[config.mk]
export PLATFORM = sky130hd
export DESIGN_NAME = thermometer_encoder_5bit
export DESIGN_NICKNAME = d
export VERILOG_FILES = /design/src/rtl/thermometer_encoder_5bit.sv
export SDC_FILE = /design/constraint.sdc
export NUM_CORES = 1
export LEC_CHECK = 0
export CORE_MARGIN = 2
export CORE_UTILIZATION = 40
export CTS_CLUSTER_SIZE = 40
export DETAILED_ROUTE_END_ITERATION = 8
export PLACE_DENSITY = 0.72
export REMOVE_ABC_BUFFERS = 1
export SLEW_MARGIN = 20
export SYNTH_ARGS = -nofsm -noshare
export SYNTH_HDL_FRONTEND = slang
export SYNTH_SLANG_ARGS = --single-unit
[constraint.sdc]
create_clock -name clk -period 5.5 [get_ports clk]
set_clock_uncertainty 0.05 [all_clocks]
set_input_delay 0.55 -clock clk [delete_from_list [all_inputs] [get_ports clk]]
set_output_delay 0.55 -clock clk [all_outputs]
set_load 0.1 [all_outputs]
[src/rtl/thermometer_encoder_5bit.sv]
// rtl/thermometer_encoder_5bit.sv - slew-limited binary-to-thermometer encoder for DCO tuning
module thermometer_encoder_5bit #(
  parameter int STEP       = 1,
  parameter int RESET_CODE = 16
) (
  input  logic        clk,
  input  logic        rst,
  input  logic [4:0]  code_in,
  input  logic        code_valid,
  output logic        code_ready,
  input  logic        hold,
  output logic [31:0] therm_out,
  output logic [4:0]  cur_code,
  output logic        busy,
  output logic        settled
);

  typedef enum logic [1:0] {
    IDLE = 2'd0,
    SLEW = 2'd1,
    DONE = 2'd2
  } state_t;

  localparam logic [4:0]        RST_CODE = 5'(RESET_CODE);
  localparam logic [4:0]        STEP_U   = 5'(STEP);
  localparam logic signed [6:0] STEP_S   = 7'(STEP);

  state_t            state;
  state_t            next_state;
  logic [4:0]        target_q;
  logic [4:0]        next_target;
  logic [4:0]        next_code;
  logic signed [6:0] diff;
  logic signed [6:0] mag;
  logic              accept;
  logic              close;

  // bit i is set exactly when i < c, so code 31 leaves bit 31 clear
  function automatic logic [31:0] therm_decode(input logic [4:0] c);
    logic [31:0] t;
    for (int i = 0; i < 32; i++) begin
      t[i] = (i < int'(c));
    end
    return t;
  endfunction

  // signed distance to target; 7 bits so the negation of -31 cannot wrap
  always_comb begin
    accept = code_valid && (state == IDLE);
    diff   = $signed({2'b00, target_q}) - $signed({2'b00, cur_code});
    mag    = (diff < 0) ? -diff : diff;
    close  = (mag <= STEP_S);
  end

  // state register plus code/target/thermometer registers, all on one edge
  always_ff @(posedge clk) begin
    if (rst) begin
      state     <= IDLE;
      cur_code  <= RST_CODE;
      therm_out <= therm_decode(RST_CODE);
      target_q  <= RST_CODE;
    end else begin
      state     <= next_state;
      cur_code  <= next_code;
      therm_out <= therm_decode(next_code);
      target_q  <= next_target;
    end
  end

  // next-state logic; hold only matters while slewing
  always_comb begin
    next_state = state;
    case (state)
      IDLE: begin
        if (accept) begin
          next_state = (code_in == cur_code) ? DONE : SLEW;
        end
      end
      SLEW: begin
        if (!hold && close) begin
          next_state = DONE;
        end
      end
      DONE:    next_state = IDLE;
      default: next_state = IDLE;
    endcase
  end

  // next code: snap to target when within one step, otherwise move one full step
  always_comb begin
    next_code   = cur_code;
    next_target = target_q;
    if (state == IDLE && accept) begin
      next_target = code_in;
    end
    if (state == SLEW && !hold) begin
      if (close) begin
        next_code = target_q;
      end else if (diff > 0) begin
        next_code = cur_code + STEP_U;
      end else begin
        next_code = cur_code - STEP_U;
      end
    end
  end

  // handshake and status outputs decoded from the state register
  always_comb begin
    code_ready = (state == IDLE);
    busy       = (state != IDLE);
    settled    = (state == DONE);
  end

endmodule

Word level (Yosys, flattened, before mapping)
Cells that the tools add are included.
{ "op_classes": {"add_sub_neg": 4, "n_mul": 0, "div": 0, "order_cmp": 34, "n_eq_ne": 5, "shift": 0, "n_mux": 8, "n_bitwise": 0, "n_reduce_logical": 8} }
{ "op_table": {"columns": ["cell", "n"], "rows": [
  ["$lt 5x5->1 const A", 15],
  ["$lt 4x5->1 const A", 8],
  ["$lt 3x5->1 const A", 4],
  ["$mux 5", 3],
  ["$lt 1x5->1 const A", 2],
  ["$lt 2x5->1 const A", 2],
  ["$le 7x2->1 const B", 1],
  ["$mux 7", 1],
  ["$neg 6->7", 1],
  ["$gt 6x1->1 const B", 1],
  ["$lt 6x1->1 const B", 1],
  ["$mux 2", 3],
  ["$sub 5x5->6", 1],
  ["$add 5x1->5 const B", 1],
  ["$eq 5x5->1", 1],
  ["$sub 5x1->5 const B", 1],
  ["$logic_and 1x1->1", 4],
  ["$pmux 2 s2", 1],
  ["$eq 2x1->1 const B", 1],
  ["$eq 2x2->1 const B", 1],
  ["$logic_not 2->1", 1],
  ["$ne 2x1->1 const B", 1],
  ["$ne 2x2->1 const B", 1],
  ["$reduce_and 2->1", 1],
  ["2 further kinds", 2]
]} }
{ "word_totals": {"regBits": 44, "latch_bits": 0, "mem_bits_rw": 0, "mem_bits_ro": 0, "word_cells": 64, "mem_count": 0} }

Logic depth before layout (Yosys ltp)
{ "depth": {"depth_word": 7, "mapped_depth": 20, "depth_no_buf": 19} }

Worst setup path after synthesis
OpenSTA, ideal clock, no wires.
{ "synth_timing": {"kind": "register to register", "start": "reg cur_code[1]", "end": "reg therm_out[28]", "setup_time_ns": 0.073, "arrival_ns": 4.216, "slack_ns": 1.161, "stages_incl_launch_ff": 19, "path_buffers": 1, "period_less_slack_ns": 4.339, "path_cell_list": "dfxtp_1 > inv_1 > ha_1 > nor2b_1 > o22ai_2 > xnor2_2 > o31ai_2 > inv_1 > fa_1 > inv_1 > a21o_1 > a21oi_1 > xnor2_1 > xnor2_1 > o211ai_1 > a21o_1 > nand2b_4 > buf_6 > nor3_2"} }
{ "synth_between": {"elab_chain_cells": 7, "elab_cells_between_ends": 12} }
{ "synth_lines": {"columns": ["item", "line", "source"], "rows": [
  ["start, declared", "13", "output logic [4:0] cur_code,"],
  ["start signal, assigned", "64", "cur_code <= next_code;"],
  ["$sub 5x5->6", "50", "diff = $signed({2'b00, target_q}) - $signed({2'b00, cur_code});"],
  ["$neg 6->7 / $lt 6x1->1 (equally long branches)", "51", "mag = (diff < 0) ? -diff : diff;"],
  ["$mux 7", "51", null],
  ["$le 7x2->1", "52", "close = (mag <= STEP_S);"],
  ["$mux 5", "97", "if (close) begin"],
  ["$mux 5 *", "96", "if (state == SLEW && !hold) begin"],
  ["$lt 5x5->1 *", "42", "t[i] = (i < int'(c));"],
  ["end signal, assigned", "60", "therm_out <= therm_decode(RST_CODE);"],
  ["end signal, assigned", "65", "therm_out <= therm_decode(next_code);"],
  ["end, declared", "12", "output logic [31:0] therm_out,"]
]} }
Mark *: on every way between the ends. The rest lies on a longest branch, timed or not.
A chain may end at the register's enable or synchronous reset.

Worst setup path after layout
{ "layout_timing": {"start": "reg cur_code[0]", "end": "reg therm_out[0]"} }
{ "layout_between": {"elab_chain_cells": 7, "elab_cells_between_ends": 12} }
{ "layout_lines": {"columns": ["item", "line"], "rows": [
  ["$sub 5x5->6", "50"],
  ["$neg 6->7 / $lt 6x1->1 (equally long branches)", "51"],
  ["$mux 7", "51"],
  ["$le 7x2->1", "52"],
  ["$mux 5", "97"],
  ["$mux 5 *", "96"],
  ["$lt 1x5->1 *", "42"]
]} }
Marks and branches as above.

==> impl_metrics.py <==
metrics = {
    "finish": {
        "final_area_um2": 2650,
        "n_antenna_cell": 0,
        "syn_to_final_growth_pct": 30.3,
        "nets": 276,
        "layout_commonest_cell": "clkdlybuf4s50_1",
        "mostFrequentLayoutCells": "clkdlybuf4s50_1 (47), dfxtp_1 (42), nor2_1 (18)",
        "drive_gt1_share_pct": 13.6,
        "fin_cells": 324,
    },
    "global_route": {
        "grt_overflow": 0,
        "antenna_found_initial": 0,
        "grt_pass1_vias": 1537,
        "grt_max_degree": 16,
        "grt_pass1_wl_um": 7360,
        "grt_use_total_pct": 17.2,
    },
    "timing": {
        "holdWs_ns": 0.476,
        "rsz0062_at_grt": "no",
        "slew_violations": 0,
        "worstMarginPinSlew_ns": 0.980,
        "min_period_ns": 4.10,
        "setup_violations": 0,
        "finalHoldViolations": 0,
        "fmax_mhz": 244,
        "relSlewSlack_pct": 34.5,
        "period_share_pct": 74.6,
        "tns_ns": 0,
    },
    "route": {
        "drtAntennaViolNets": 0,
        "drt_wl_total_um": 4430,
        "firstDrtPassIters": 5,
        "drc": 0,
        "num_vias": 1617,
        "viasPerCell": 4.99,
        "drtIter0Drc": 52,
        "wire_per_inst_um": 13.7,
    },
    "clock_tree": {
        "ctsHoldBuffers": 0,
        "path_clk_slew_ns": 0.08,
        "cts_resized": 0,
        "clk_latency_ns": 0.29,
        "htree_levels": 2,
        "cts-root-buf": "clkbuf_8",
        "numCtsBuffers": 5,
        "cts_tree": "built",
        "clock_path_buffers": 2,
        "cts_setup_buffers": 0,
        "cts.sinks": 42,
    },
    "die": {
        "ios": 49,
        "row_count": 25,
        "die_w_um": 75.3,
        "core-area_um2": 4820,
        "dieArea_um2": 5660,
        "start_util_pct": 42.2,
        "die_h_um": 75.3,
    },
    "placement": {
        "gp_congestion": 0.897,
        "placedCellCount": 316,
        "port_buffers": 47,
        "post_dp_cell_area_um2": 2530,
        "hpwl_um": 3400,
    },
    "min_path": {
        "hold_start": "state[1]$_SDFFE_PP0P_",
        "min_path_cells": 1,
        "hold_class": "reg2reg",
        "min_to": "state[1]$_SDFFE_PP0P_",
    },
    "synth": {
        "synthArstFlopShare_pct": 0,
        "synthCells": 210,
        "ys.warnings.count": 0,
        "yosysTopAreaCell": "dfxtp_1",
        "ys_types": 58,
        "synthesis.area_um2": 2030,
        "ys.flop_type": "dfxtp_1",
        "yosys-top-cells-area": "dfxtp_1 (41%), ha_1 (5.5%), nor2_1 (3.3%)",
        "synth_top_area_share_pct": 41.4,
        "ys_ff_latch": 42,
        "synth-edff-count": 0,
        "synth.avg_cell_area_um2": 9.67,
        "ys_seq_area_share_pct": 41.4,
    },
    "critical_path": {
        "setup.worst_path.end_class": "flip-flop",
        "rrSetupSlack_ns": 1.40,
        "path_max_fanout": 10,
        "crit_start": "cur_code[0]$_SDFF_PP0_",
        "arrival_ns": 4.19,
        "startpoint_type": "flip-flop",
        "r2r_end": "therm_out[0]$_SDFF_PP1_",
        "critPathKind": "reg2reg",
        "required_ns": 5.59,
        "r2r_start": "cur_code[0]$_SDFF_PP0_",
        "r2r_cells": 18,
    },
    "run_status": {
        "status": "completed",
    },
    "run": {
        "cap_violations": 0,
    },
}
[worst max path at each step]
stage | end | slack (ns) | cells after the start
floorplan | therm_out[0]$_SDFF_PP1_ | 0.72 | 16
global placement | therm_out[0]$_SDFF_PP1_ | 1.57 | 18
detailed placement | therm_out[0]$_SDFF_PP1_ | 1.45 | 18
CTS | therm_out[0]$_SDFF_PP1_ | 1.40 | 18
global route | therm_out[2]$_SDFF_PP1_ | 1.07 | 18
finish | therm_out[0]$_SDFF_PP1_ | 1.40 | 18
[worst max-delay path: stages, from the launching register on]
cell and delay, ns:
dfxtp_1 0.38, ha_1 0.25, fa_1 0.42, nand2b_1 0.17
a21oi_1 0.16, xor2_1 0.15, o31ai_2 0.48, inv_1 0.11
fa_1 0.42, inv_1 0.07, a21o_1 0.11, a21oi_1 0.07
xnor2_1 0.13, xnor2_1 0.13, o211ai_1 0.13, and3_1 0.36
inv_2 0.11, nor2_8 0.16, nand3_1 0.09
[layer usage]
metal	global-route usage (%)	wire length, um	vias to the layer above
met2	25.7	2000	54
li1	-	-	814
met3	3.88	251	2
met1	25.5	2160	747
met5	0	0	-
met4	3.51	17	0
[Yosys cell counts, drive strengths merged, types with 2 or more instances]
cell     n
a31oi    2
o21a     2
mux2i    4
a21o     4
ha       9
a41oi    2
clkbuf   2
o22ai    2
nor3b    2
nand2   17
nand4    2
dfxtp   42
inv     14
nor3     4
and2     2
fa       2
nor2    21
o211ai   4
a21oi   14
or2      2
nand2b   2
nor2b    2
nand3    7
buf      6
xnor2    7
and3     3
o21ai    9
o31ai    4
xor2     7
[kinds of logic (layout without fill, tap and decap cells)]
logic type	after synthesis	in the layout	share of synthesized area (%)
adders and majority gates	11	11	7.52
and+or+nand+nor	68	68	18.7
xor gates and xnor gates	14	14	6.78
AOI/OAI and AO/OA	48	48	18.2
other	1	1	0.185
muxes	4	4	2.16
buffers and inverters	22	69	5.11
DFF	42	42	41.4
[layout make-up]
type	count	area (um^2)
Multi-Input combinational cell	146	1090
Sequential cell	42	841
Timing Repair Buffer	47	470
Tap cell	67	83.8
Clock buffer	5	68.8
Clock inverter	3	43.8
Inverter	14	52.6
Fill cell	471	2170
[through the flow]
step,util [%],worst slack [ns]
3_5_place_dp,52.6,1.45
2_1_floorplan,-,0.715
3_3_place_gp,52.6,1.57
5_1_grt,54.9,1.07
4_1_cts,54.9,1.40
6_report,54.9,1.40
[sequential cells by signal, indices dropped and copies added, names as in the netlist]
signal and flops:
cur_code 4, state 2, target_q 5, therm_out 31
Power is left out: the tool's default activity adds up to more than one toggle a clock period on the data nets, which glitch-free logic cannot reach.
